### config.mk
export PLATFORM = sky130hd
export DESIGN_NAME = vc_input_buffer
export DESIGN_NICKNAME = d
export VERILOG_FILES = /design/src/rtl/vc_input_buffer.sv
export SDC_FILE = /design/constraint.sdc
export NUM_CORES = 1
export LEC_CHECK = 0
export ABC_AREA = 1
export CORE_MARGIN = 4
export CORE_UTILIZATION = 43
export CTS_BUF_LIST = sky130_fd_sc_hd__clkbuf_16
export DETAILED_ROUTE_END_ITERATION = 8
export HOLD_SLACK_MARGIN = 0.03
export SYNTH_ARGS = -nofsm -noshare
export SYNTH_HDL_FRONTEND = slang
export SYNTH_SLANG_ARGS = --single-unit
### constraint.sdc
create_clock -name clk -period 6.4 [get_ports clk]
set_clock_uncertainty 0.2 [all_clocks]
set_input_delay 1.28 -clock clk [delete_from_list [all_inputs] [get_ports clk]]
set_output_delay 1.28 -clock clk [all_outputs]
set_load 0.02 [all_outputs]
### src/rtl/vc_input_buffer.sv
// vc_input_buffer: per-input-port virtual-channel flit buffer.
// One FIFO per VC; each VC's head flit is presented to the crossbar. A switch
// grant pops the chosen VC, and one credit is returned upstream per popped flit.
// A small per-VC FSM tracks packet framing and flags protocol errors.
// Optional feature: define VCBUF_BYPASS_EN to let a flit arriving at an empty
// VC appear on that VC's outputs combinationally, and be consumed in the same cycle.
module vc_input_buffer #(
  parameter int unsigned PORT_BANDWIDTH = 32,
  parameter int unsigned DEPTH          = 4,
  parameter int unsigned NUM_VCS        = 4,
  parameter int unsigned VC_ID_BITS     = 2
) (
  input  logic                                     clk,
  input  logic                                     rst_n,
  input  logic                                     in_valid,
  input  logic [VC_ID_BITS-1:0]                    in_vc,
  input  logic [PORT_BANDWIDTH-1:0]                in_flit,
  input  logic                                     pop,
  input  logic [VC_ID_BITS-1:0]                    pop_vc,
  output logic [NUM_VCS-1:0][PORT_BANDWIDTH-1:0]   vc_flit,
  output logic [NUM_VCS-1:0]                       vc_valid,
  output logic [NUM_VCS-1:0]                       vc_head,
  output logic [NUM_VCS-1:0]                       vc_active,
  output logic                                     credit_valid,
  output logic [VC_ID_BITS-1:0]                    credit_vc,
  output logic [2:0]                               err
);

  localparam int unsigned PW = $clog2(DEPTH);
  localparam int unsigned CW = PW + 1;

  typedef enum logic [1:0] {
    FT_BODY     = 2'b00,
    FT_HEAD     = 2'b01,
    FT_TAIL     = 2'b10,
    FT_HEADTAIL = 2'b11
  } flit_type_e;

  typedef enum logic {
    VC_IDLE   = 1'b0,
    VC_ACTIVE = 1'b1
  } vc_state_e;

  logic [PORT_BANDWIDTH-1:0] mem_q [NUM_VCS][DEPTH];
  logic [PW-1:0]             wptr_q [NUM_VCS];
  logic [PW-1:0]             wptr_d [NUM_VCS];
  logic [PW-1:0]             rptr_q [NUM_VCS];
  logic [PW-1:0]             rptr_d [NUM_VCS];
  logic [CW-1:0]             cnt_q  [NUM_VCS];
  logic [CW-1:0]             cnt_d  [NUM_VCS];
  vc_state_e                 state_q [NUM_VCS];
  vc_state_e                 state_d [NUM_VCS];
  logic                      credit_valid_q, credit_valid_d;
  logic [VC_ID_BITS-1:0]     credit_vc_q, credit_vc_d;
  logic [2:0]                err_q, err_d;

  logic [NUM_VCS-1:0]        empty, full, wr_req, pop_req;
  logic [NUM_VCS-1:0]        pop_mem, pop_ok, wr_store, bypass;
  logic [PORT_BANDWIDTH-1:0] head_flit [NUM_VCS];
  flit_type_e                pop_type  [NUM_VCS];

  // Per-VC request decode, FIFO status and head-flit presentation.
  always_comb begin
    vc_flit  = '0;
    vc_valid = '0;
    vc_head  = '0;
    for (int unsigned v = 0; v < NUM_VCS; v++) begin
      empty[v]     = (cnt_q[v] == '0);
      full[v]      = (cnt_q[v] == CW'(DEPTH));
      wr_req[v]    = in_valid && (in_vc == VC_ID_BITS'(v));
      pop_req[v]   = pop && (pop_vc == VC_ID_BITS'(v));
      head_flit[v] = mem_q[v][rptr_q[v]];
`ifdef VCBUF_BYPASS_EN
      bypass[v]    = wr_req[v] && empty[v];
`else
      bypass[v]    = 1'b0;
`endif
      pop_mem[v]   = pop_req[v] && !empty[v];
      pop_ok[v]    = pop_mem[v] || (pop_req[v] && bypass[v]);
      // A bypassed flit that is popped in the same cycle is never stored;
      // a pop from a full FIFO frees the slot for a same-cycle write.
      wr_store[v]  = wr_req[v] && !(pop_req[v] && bypass[v]) && (!full[v] || pop_mem[v]);
      pop_type[v]  = flit_type_e'(empty[v] ? in_flit[PORT_BANDWIDTH-1 -: 2]
                                           : head_flit[v][PORT_BANDWIDTH-1 -: 2]);
      vc_valid[v]  = !empty[v] || bypass[v];
      if (!empty[v]) begin
        vc_flit[v] = head_flit[v];
        vc_head[v] = head_flit[v][PORT_BANDWIDTH-2];
      end else if (bypass[v]) begin
        vc_flit[v] = in_flit;
        vc_head[v] = in_flit[PORT_BANDWIDTH-2];
      end
    end
  end

  // Next state: pointers, occupancy, framing FSM, credit and sticky errors.
  always_comb begin
    wptr_d         = wptr_q;
    rptr_d         = rptr_q;
    cnt_d          = cnt_q;
    state_d        = state_q;
    err_d          = err_q;
    credit_valid_d = 1'b0;
    credit_vc_d    = '0;
    for (int unsigned v = 0; v < NUM_VCS; v++) begin
      if (wr_store[v]) wptr_d[v] = wptr_q[v] + 1'b1;
      if (pop_mem[v])  rptr_d[v] = rptr_q[v] + 1'b1;
      cnt_d[v] = cnt_q[v] + CW'(wr_store[v]) - CW'(pop_mem[v]);
      if (pop_req[v] && !pop_ok[v]) err_d[1] = 1'b1;
      if (wr_req[v] && !wr_store[v] && !(pop_req[v] && bypass[v])) err_d[0] = 1'b1;
      if (pop_ok[v]) begin
        credit_valid_d = 1'b1;
        credit_vc_d    = pop_vc;
        unique case (pop_type[v])
          FT_HEAD: begin
            if (state_q[v] == VC_ACTIVE) err_d[2] = 1'b1;
            state_d[v] = VC_ACTIVE;
          end
          FT_HEADTAIL: begin
            if (state_q[v] == VC_ACTIVE) err_d[2] = 1'b1;
            state_d[v] = VC_IDLE;
          end
          FT_TAIL: begin
            if (state_q[v] == VC_IDLE) err_d[2] = 1'b1;
            state_d[v] = VC_IDLE;
          end
          FT_BODY: begin
            if (state_q[v] == VC_IDLE) err_d[2] = 1'b1;
          end
          default: ;
        endcase
      end
    end
  end

  // Control state register with asynchronous reset.
  always_ff @(posedge clk or negedge rst_n) begin
    if (!rst_n) begin
      for (int unsigned v = 0; v < NUM_VCS; v++) begin
        wptr_q[v]  <= '0;
        rptr_q[v]  <= '0;
        cnt_q[v]   <= '0;
        state_q[v] <= VC_IDLE;
      end
      credit_valid_q <= 1'b0;
      credit_vc_q    <= '0;
      err_q          <= '0;
    end else begin
      wptr_q         <= wptr_d;
      rptr_q         <= rptr_d;
      cnt_q          <= cnt_d;
      state_q        <= state_d;
      credit_valid_q <= credit_valid_d;
      credit_vc_q    <= credit_vc_d;
      err_q          <= err_d;
    end
  end

  // Flit storage; contents are only observed through non-empty FIFOs, so no reset.
  always_ff @(posedge clk) begin
    for (int unsigned v = 0; v < NUM_VCS; v++) begin
      if (wr_store[v]) mem_q[v][wptr_q[v]] <= in_flit;
    end
  end

  // Framing state exported per VC.
  always_comb begin
    vc_active = '0;
    for (int unsigned v = 0; v < NUM_VCS; v++) begin
      vc_active[v] = (state_q[v] == VC_ACTIVE);
    end
  end

  assign credit_valid = credit_valid_q;
  assign credit_vc    = credit_vc_q;
  assign err          = err_q;

endmodule

* Word-level counts from Yosys, hierarchy flattened *
Memories as Yosys holds them, arrays and structs flattened.
Cells that the tools add are included.
Widths: inputs -> output; s select.

operators by class
  add/subtract/negate cells = 16
  multiply operators = 0
  div/mod/pow operators = 0
  order comparisons = 12
  eq/ne operators = 22
  shift operators = 0
  muxes and demuxes = 85
  bitwise gates (word level) = 8
  reductions and logical operators = 83

operators with widths
  kind                 count
  $mux 128             10
  $mux 32              16
  $reduce_or 128->1    3
  $bmux 32 s2          4
  $demux 32 s2         4
  $mux 1               32
  $logic_and 1x1->1    28
  $eq 2x2->1 const B   12
  $ge 3x3->1 const B   8
  $not 2->3            8
  $reduce_or 2->1      12
  $mux 2               11
  $add 2x1->2 const B  8
  $logic_not 1->1      16
  $pmux 1 s2           8
  $add 3x1->3          4
  $eq 2x1->1 const B   6
  $eq 3x3->1 const B   4
  $logic_not 2->1      6
  $logic_not 3->1      4
  $lt 3x1->1 const B   4
  $sub 3x1->3          4
  $reduce_and 2->1     4
  $reduce_bool 2->1    4
  2 further kinds      6

storage, ports and cells
  register bits after elaboration = 38
  bits in latches = 0
  RAM bits = 512
  ROM bits = 0
  bits of input ports = 40
  output and inout bits = 146
  memories kept = 1

memories
  memory  words  bits a word  rd ports  clocked after memory_dff  wr ports  RTL line  source
  mem_q   4      128          4         0                         1         44        logic [PORT_BANDWIDTH-1:0] mem_q [NUM_VCS][DEPTH];

* Logic depth before layout (Yosys ltp) *
Gate-level depths: netlist of the first run.

  depth after elaboration = 18
  gate-level depth with buffers = 14
  mapped depth without buffers = 13

* Worst setup path after synthesis of the first run *
Ideal clock, no wire load.

  path kind = input port to flip-flop
  start = input pop
  end = memory mem_q[0][0] (netlist bit) (enable)
  library setup time = 421 ps
  arrival = 3247 ps
  required time = 5779 ps
  setup slack = 2532 ps
  cell stages on the path = 6
  path buffers = 0
  cell sequence = inv_2 > nor3_1 > inv_1 > nand3_1 > nand4_2 > nor2_1

on the way
  word-level cells in the longest chain between the ends = 10
  elaborated cells on any way between the ends = 33
  classes of those cells = 14 x mux; 19 x reduce/logical

ends and longest elaborated chain
  element                                                     RTL line  source
  start, declared                                             18        input logic pop,
  $logic_and 1x1->1                                           71        pop_req[v] = pop && (pop_vc == VC_ID_BITS'(v));
  $logic_and 1x1->1                                           78        pop_mem[v] = pop_req[v] && !empty[v];
  $logic_or 1x1->1                                            82        wr_store[v] = wr_req[v] && !(pop_req[v] && bypass[v]) && (!full[v] || pop_mem[v]);
  $logic_and 1x1->1                                           82
  $mux 1                                                      162       if (wr_store[v]) mem_q[v][wptr_q[v]] <= in_flit;
  $mux 128 (not written as such)                              162
  $reduce_or 128->1 (no line)                                 --
  $mux 2 (no line) or $mux 128 (tied branches) (3 in series)  --
  end, declared                                               44

Parallel ways exist; a longest one is shown, timed or not.

==> results of run 1 <==
==> cell usage in the layout (no fill, tap or decap), types with 5 or more instances in the layout <==
master           count
nor2_1             512
edfxtp_1           512
o21ai_0            243
clkdlybuf4s50_1    184
a21oi_1            132
inv_1               75
nand2_1             70
clkbuf_16           58
dfrtp_1             34
buf_4               27
ha_1                24
nor2_4              16
inv_2               15
clkinv_1            13
xor2_1              12
clkinv_2            11
nand3_1             10
nor3_1               5
bufinv_16            5
==> synth_stat cells (2+ instances only) <==
cell	number	area share
ha_1	24	0.014
nand4_1	2	0.00057
nand2_1	70	0.012
o21ai_0	243	0.055
nor3_1	5	0.0011
inv_2	15	0.0026
buf_1	5	0.00085
o211a_1	2	0.00091
buf_2	34	0.0077
xnor2_1	4	0.0016
clkbuf_1	56	0.0096
nand3b_1	3	0.0010
xor2_1	12	0.0048
fa_1	4	0.0036
nor3_2	2	0.00091
o21ai_1	2	0.00045
nor3_4	4	0.0030
buf_4	5	0.0017
edfxtp_1	512	0.70
o211ai_1	2	0.00068
dfrtp_1	38	0.043
nor2_1	528	0.090
a21oi_1	132	0.030
nand3_1	10	0.0023
inv_1	61	0.010
nand2_2	3	0.00085
==> power by group <==
| group | internal (W) | switching (W) | leakage [nW] | total (W) |
|---|---|---|---|---|
| clock network | 0.00184 | 0.00135 | 0.933 | 0.00319 |
| registers | 0.00423 | 0.000188 | 5.06 | 0.00442 |
| logic | 0.00206 | 0.00356 | 3.15 | 0.00562 |
| total | 0.00813 | 0.00510 | 9.14 | 0.0132 |
==> flip-flops by register name, indices dropped and copies added, names as in the netlist <==
signal	cells
mem_q	512
cnt_q	12
rptr_q	8
wptr_q	8
vc_active	4
err	3
credit_vc	2
credit_valid	1
==> worst min-delay path by stage <==
| stage | startpoint | end | slack (ns) | cells after the start |
|---|---|---|---|---|
| floorplan | cnt_q[5] | cnt_q[5] | 0.24 | 1 |
| global placement | cnt_q[5] | cnt_q[5] | 0.26 | 1 |
| detailed placement | cnt_q[5] | cnt_q[5] | 0.27 | 1 |
| CTS | cnt_q[5] | cnt_q[5] | 0.29 | 1 |
| global route | cnt_q[5] | cnt_q[5] | 0.31 | 1 |
| finish | cnt_q[5] | cnt_q[5] | 0.28 | 1 |
==> through the flow <==
| stage | setup WS, ns | std cells | total power [W] |
|---|---|---|---|
| 2_1_floorplan | 2.53 | 1785 | 0.00763 |
| 3_3_place_gp | 2.02 | 2569 | 0.0101 |
| 3_5_place_dp | 2.01 | 2569 | 0.0102 |
| 4_1_cts | 1.36 | 2674 | 0.0134 |
| 5_1_grt | 1.22 | 2674 | 0.0140 |
| 6_report | 1.38 | 2674 | 0.0132 |
==> final cells by class <==
class | instances | area share
sequential | 550 | 0.619
multi-input combinational | 1058 | 0.192
timing repair buffer | 212 | 0.0777
clock buffer | 58 | 0.0550
tap | 672 | 0.0319
clock inverter | 47 | 0.0133
inverter | 77 | 0.0110
==> critical path, cell delays in order (launching register included) <==
cell	delay, ns
dfrtp_2	0.66
inv_2	0.57
buf_4	0.42
o21ai_0	0.15
a21oi_1	0.42
clkdlybuf4s50_1	0.70
==> metal layers <==
layer  up-vias  wire (um)
met2       440      28100
met5         -          0
li1       6553          -
met3        83       3710
met1      6978      25000
met4         0       1330
==> kinds of logic after synthesis <==
group           Yosys count  share of synthesized area
compound gates          384                     0.0886
xor+xnor                 16                    0.00637
fa+ha+maj                28                     0.0173
buf+inv                 177                     0.0330
flops                   550                      0.742
simple gates            630                      0.113
==> reports/metrics.csv, run 1 <==
stage,metric,value,unit
hold_path,Hold Crit Class,flop to flop,
synthesis,Yosys reg bits,550,
clocking,CTS tree,yes,
timing,setup TNS,0,ns
layout,sequential cell area,16300,sq um
clocking,Num CTS Buffers,57,
timing,crit path time final,5.02,ns
setup_path,FF-to-FF path depth,11,
die,io pins,186,
timing,worst-margin pin slew,1.32,ns
die,Core Box Area,50400,sq um
global_route,GR peak layer,met2,
synthesis,register area share after synthesis,0.742,
die,Std-Cell Rows,82,
clocking,Resize count post-CTS,0,
setup_path,flop2flop setup slack,3.02,ns
run,Max-Cap Viols,0,
clocking,Max Root-Sink Buffers,3,
die,Die X-Extent,234,um
setup_path,RR Endpoint,cnt_q[11],
layout,post-layout utilization of the core,0.524,
global_route,vias in the first global route,13500,
synthesis,Yosys warnings,0,
global_route,total track usage,0.211,
route,post-route ant nets,0,
layout,Final Cell Area,26400,sq um
synthesis,syn avg cell area,12.3,sq um
global_route,met2 global-route usage,0.350,
die,Die Ht,234,um
timing,worst hold margin,0.282,ns
layout,nets,2024,
global_route,met1 usage,0.292,
global_route,GR Util met3,0.0351,
clocking,clk_lat worst skew,0.59,ns
timing,final worst-path cycle share,0.785,
timing,# setup viols final,0,
layout,multi-input gate area in the final layout,5070,sq um
setup_path,worst path required time,4.92,ns
setup_path,crit path capture,vc_flit[11],
clocking,H-Tree Depth,2,
placement,placed inst area,24600,sq um
route,DRT Pass-1 Iters,5,
timing,"Hold Violations, Final",0,
die,Die Area,54900,sq um
layout,layout cells sized above 1,0.0764,
setup_path,Critical Path Start,rptr_q[6],
placement,hpwl dp,33000,um
synthesis,post-synth cell types,33,
synthesis,Post-Syn Instances,1785,
global_route,initial antenna violation count,0,
setup_path,critical path peak fanout,34,
synthesis,ys async rst share,0.0691,
synthesis,number of synthesized flops with an enable pin,512,
global_route,first-pass GRT wire length,86000,um
setup_path,"Worst Path Class, Setup",flop to output port,
synthesis,Synth Cell Area,22000,sq um
outcome,status,"complete, no violations",
layout,ant diodes,0,
timing,RSZ-0062 raised after global routing,false,
layout,synthesis-to-layout area growth,19.9,%
route,drt total wl,58200,um
clocking,postcts setup bufs,0,
route,Via density,5.26,
placement,GPL Wtd Cong,0.767,
layout,# fillers,4255,
clocking,CTS sink count,550,
setup_path,worst r2r src,cnt_q[11],
clocking,hold_buf cts,0,
setup_path,Crit. End Element,output port,
clocking,clk root buf,clkbuf_16,
global_route,grt ovf,0,
setup_path,CP startpoint kind,flop,
setup_path,worst path arrival time,3.54,ns
route,Initial DRC Count,1349,
timing,Slew HR,0.116,
die,Starting Density,0.437,
power_and_ir_drop,Pleak,9.14,nW
power_and_ir_drop,power per cell area,501,nW/um^2
route,wire length per cell,21.8,um
route,routed via count,14100,
placement,Port-buffer cells,185,
clocking,clock-pin slew on the worst setup and hold paths,0.06,ns
synthesis,top flip-flop cell by instance count after synthesis,edfxtp_1,
route,drt drc,0,
power_and_ir_drop,peak supply drop,297,uV
timing,Max Slew Vio Count,0,
global_route,largest net degree at the start of global routing,66,
timing,max frequency,199,MHz
synthesis,syn_nets,1853,
(Power assumes the default switching activity.)
==> run 2, diff against run 1 <==
==> constraint.sdc (replaced) <==
create_clock -name clk -period 5 [get_ports clk]
set_clock_uncertainty 0.2 [all_clocks]
set_input_delay 1 -clock clk [delete_from_list [all_inputs] [get_ports clk]]
set_output_delay 1 -clock clk [all_outputs]
set_load 0.02 [all_outputs]
==> run 2 against run 1 <==
Critical path depth is the same; worst hold slack lost 0.013 ns; via count shrank 0.11%; non-clock buffer count grew 7; first-iteration DRC count shrank 2.5%; sequential cell count is the same; cell area is the same; register-to-register slack lost 1.3 ns; power grew 27%.
==> reports/metrics.csv, run 2 (synthesis results as in run 1) <==
stage,metric,value,unit
outcome,status,"complete, no violations",
die,io pins,186,
hold_path,Hold Crit Class,flop to flop,
route,Initial DRC Count,1315,
layout,layout cells sized above 1,0.0778,
setup_path,worst path required time,3.80,ns
timing,final worst-path cycle share,0.877,
clocking,Max Root-Sink Buffers,3,
timing,Max Slew Vio Count,0,
route,met2 routed WL,28500,um
clocking,postcts setup bufs,0,
die,Std-Cell Rows,82,
placement,Port-buffer cells,185,
run,Max-Cap Viols,0,
clocking,clk root buf,clkbuf_16,
global_route,total track usage,0.208,
timing,Slew HR,0.273,
die,Core Box Area,50400,sq um
layout,ant diodes,0,
power_and_ir_drop,Pleak,9.15,nW
power_and_ir_drop,power per cell area,637,nW/um^2
layout,nets,2030,
route,Via density,5.24,
route,top sig layer,met4,
layout,Largest register FFs,512,
route,post-route ant nets,0,
timing,RSZ-0062 raised after global routing,false,
die,Die X-Extent,234,um
layout,Non-Filler Instances,2678,
clocking,clk_lat worst skew,0.61,ns
setup_path,CP startpoint kind,flop,
placement,placed insts,2576,
timing,crit path time final,4.38,ns
layout,synthesis-to-layout area growth,19.9,%
setup_path,Crit. End Element,output port,
clocking,hold_buf cts,0,
setup_path,worst path arrival time,3.18,ns
layout,post-layout utilization of the core,0.524,
route,drt drc,0,
global_route,initial antenna violation count,1,
route,met3 routed wirelength,3200,um
clocking,CTS tree,yes,
clocking,H-Tree Depth,2,
setup_path,critical path peak fanout,32,
placement,hpwl dp,32500,um
power_and_ir_drop,peak supply drop,368,uV
route,wire length per cell,21.5,um
setup_path,flop2flop setup slack,1.68,ns
die,Die Area,54900,sq um
clocking,Num CTS Buffers,56,
global_route,largest net degree at the start of global routing,66,
clocking,CTS sink count,550,
route,DRT Pass-1 Iters,5,
timing,"Hold Violations, Final",0,
timing,max frequency,228,MHz
route,met1 WL,24800,um
global_route,first-pass GRT wire length,85300,um
route,drt total wl,57700,um
die,Starting Density,0.437,
clocking,Resize count post-CTS,0,
clocking,clock-pin slew on the worst setup and hold paths,0.06,ns
timing,setup TNS,0,ns
power_and_ir_drop,"Power, Total",0.0168,W
die,Die Ht,234,um
route,routed via count,14000,
timing,# setup viols final,0,
layout,most frequent cells in the layout,"512 x nor2_1, 512 x edfxtp_1, 243 x o21ai_0, 184 x clkdlybuf4s50_1, 132 x a21oi_1",
placement,GPL Wtd Cong,0.790,
setup_path,"Worst Path Class, Setup",flop to output port,
global_route,vias in the first global route,13700,
timing,worst-margin pin slew,1.09,ns
global_route,grt ovf,0,
[run 2: cell types whose count changed in the layout (fill, tap and decap cells not counted)]
cell and delta:
clkinv_4 -1, clkbuf_16 -2, bufinv_16 -2, inv_1 -1, buf_12 +3, inv_6 +1, clkinvlp_4 -2, buf_4 +4
clkinv_1 +2, inv_8 +1, inv_16 +1
[run 2: area by class of cell]
cell class                      instances  area, sq um
Clock buffer                           56         1400
Clock inverter                         46          310
Inverter                               77          289
Tap cell                              672          841
Sequential cell                       550        16300
Timing Repair Buffer                  219         2140
Fill cell                            4241        24000
Multi-Input combinational cell       1058         5070
[run 2: final timing paths]
check,startpoint,end,depth (start not counted)
worst max-delay path,rptr_q[3],vc_flit[64],5
worst min-delay path,cnt_q[5],cnt_q[5],1
worst max register to register,cnt_q[2],cnt_q[2],10
worst min register to register,cnt_q[5],cnt_q[5],1
max in group asynchronous,rst_n,rptr_q[2],1
min in group asynchronous,rst_n,cnt_q[9],1
[run 2: report_power, final]
part / total [W] / switching [W] / internal [W]
registers: 0.00562 / 0.000200 / 0.00542
logic: 0.00728 / 0.00461 / 0.00268
clock network: 0.00390 / 0.00171 / 0.00219
total: 0.0168 / 0.00652 / 0.0103
[run 2: worst max-delay path, stage by stage (launching register included)]
cell	delay, ns
dfrtp_1	0.78
inv_2	0.50
nor2_1	0.19
o21ai_0	0.09
a21oi_1	0.33
clkdlybuf4s50_1	0.68
[run 2: stage by stage]
step	area, sq um	setup WS, ns	hold WS, ns
floorplan	22000	1.41	0.242
CTS	26400	0.574	0.274
global placement	24700	1.09	0.257
global route	26400	0.379	0.327
finish	26400	0.617	0.269
detailed placement	24700	1.01	0.266
[run 2: metal layers]
layer  GRT usage  up-vias
met5           0        -
met3      0.0302       79
li1            -     6563
met4      0.0570        0
met1       0.283     7010
met2       0.354      387
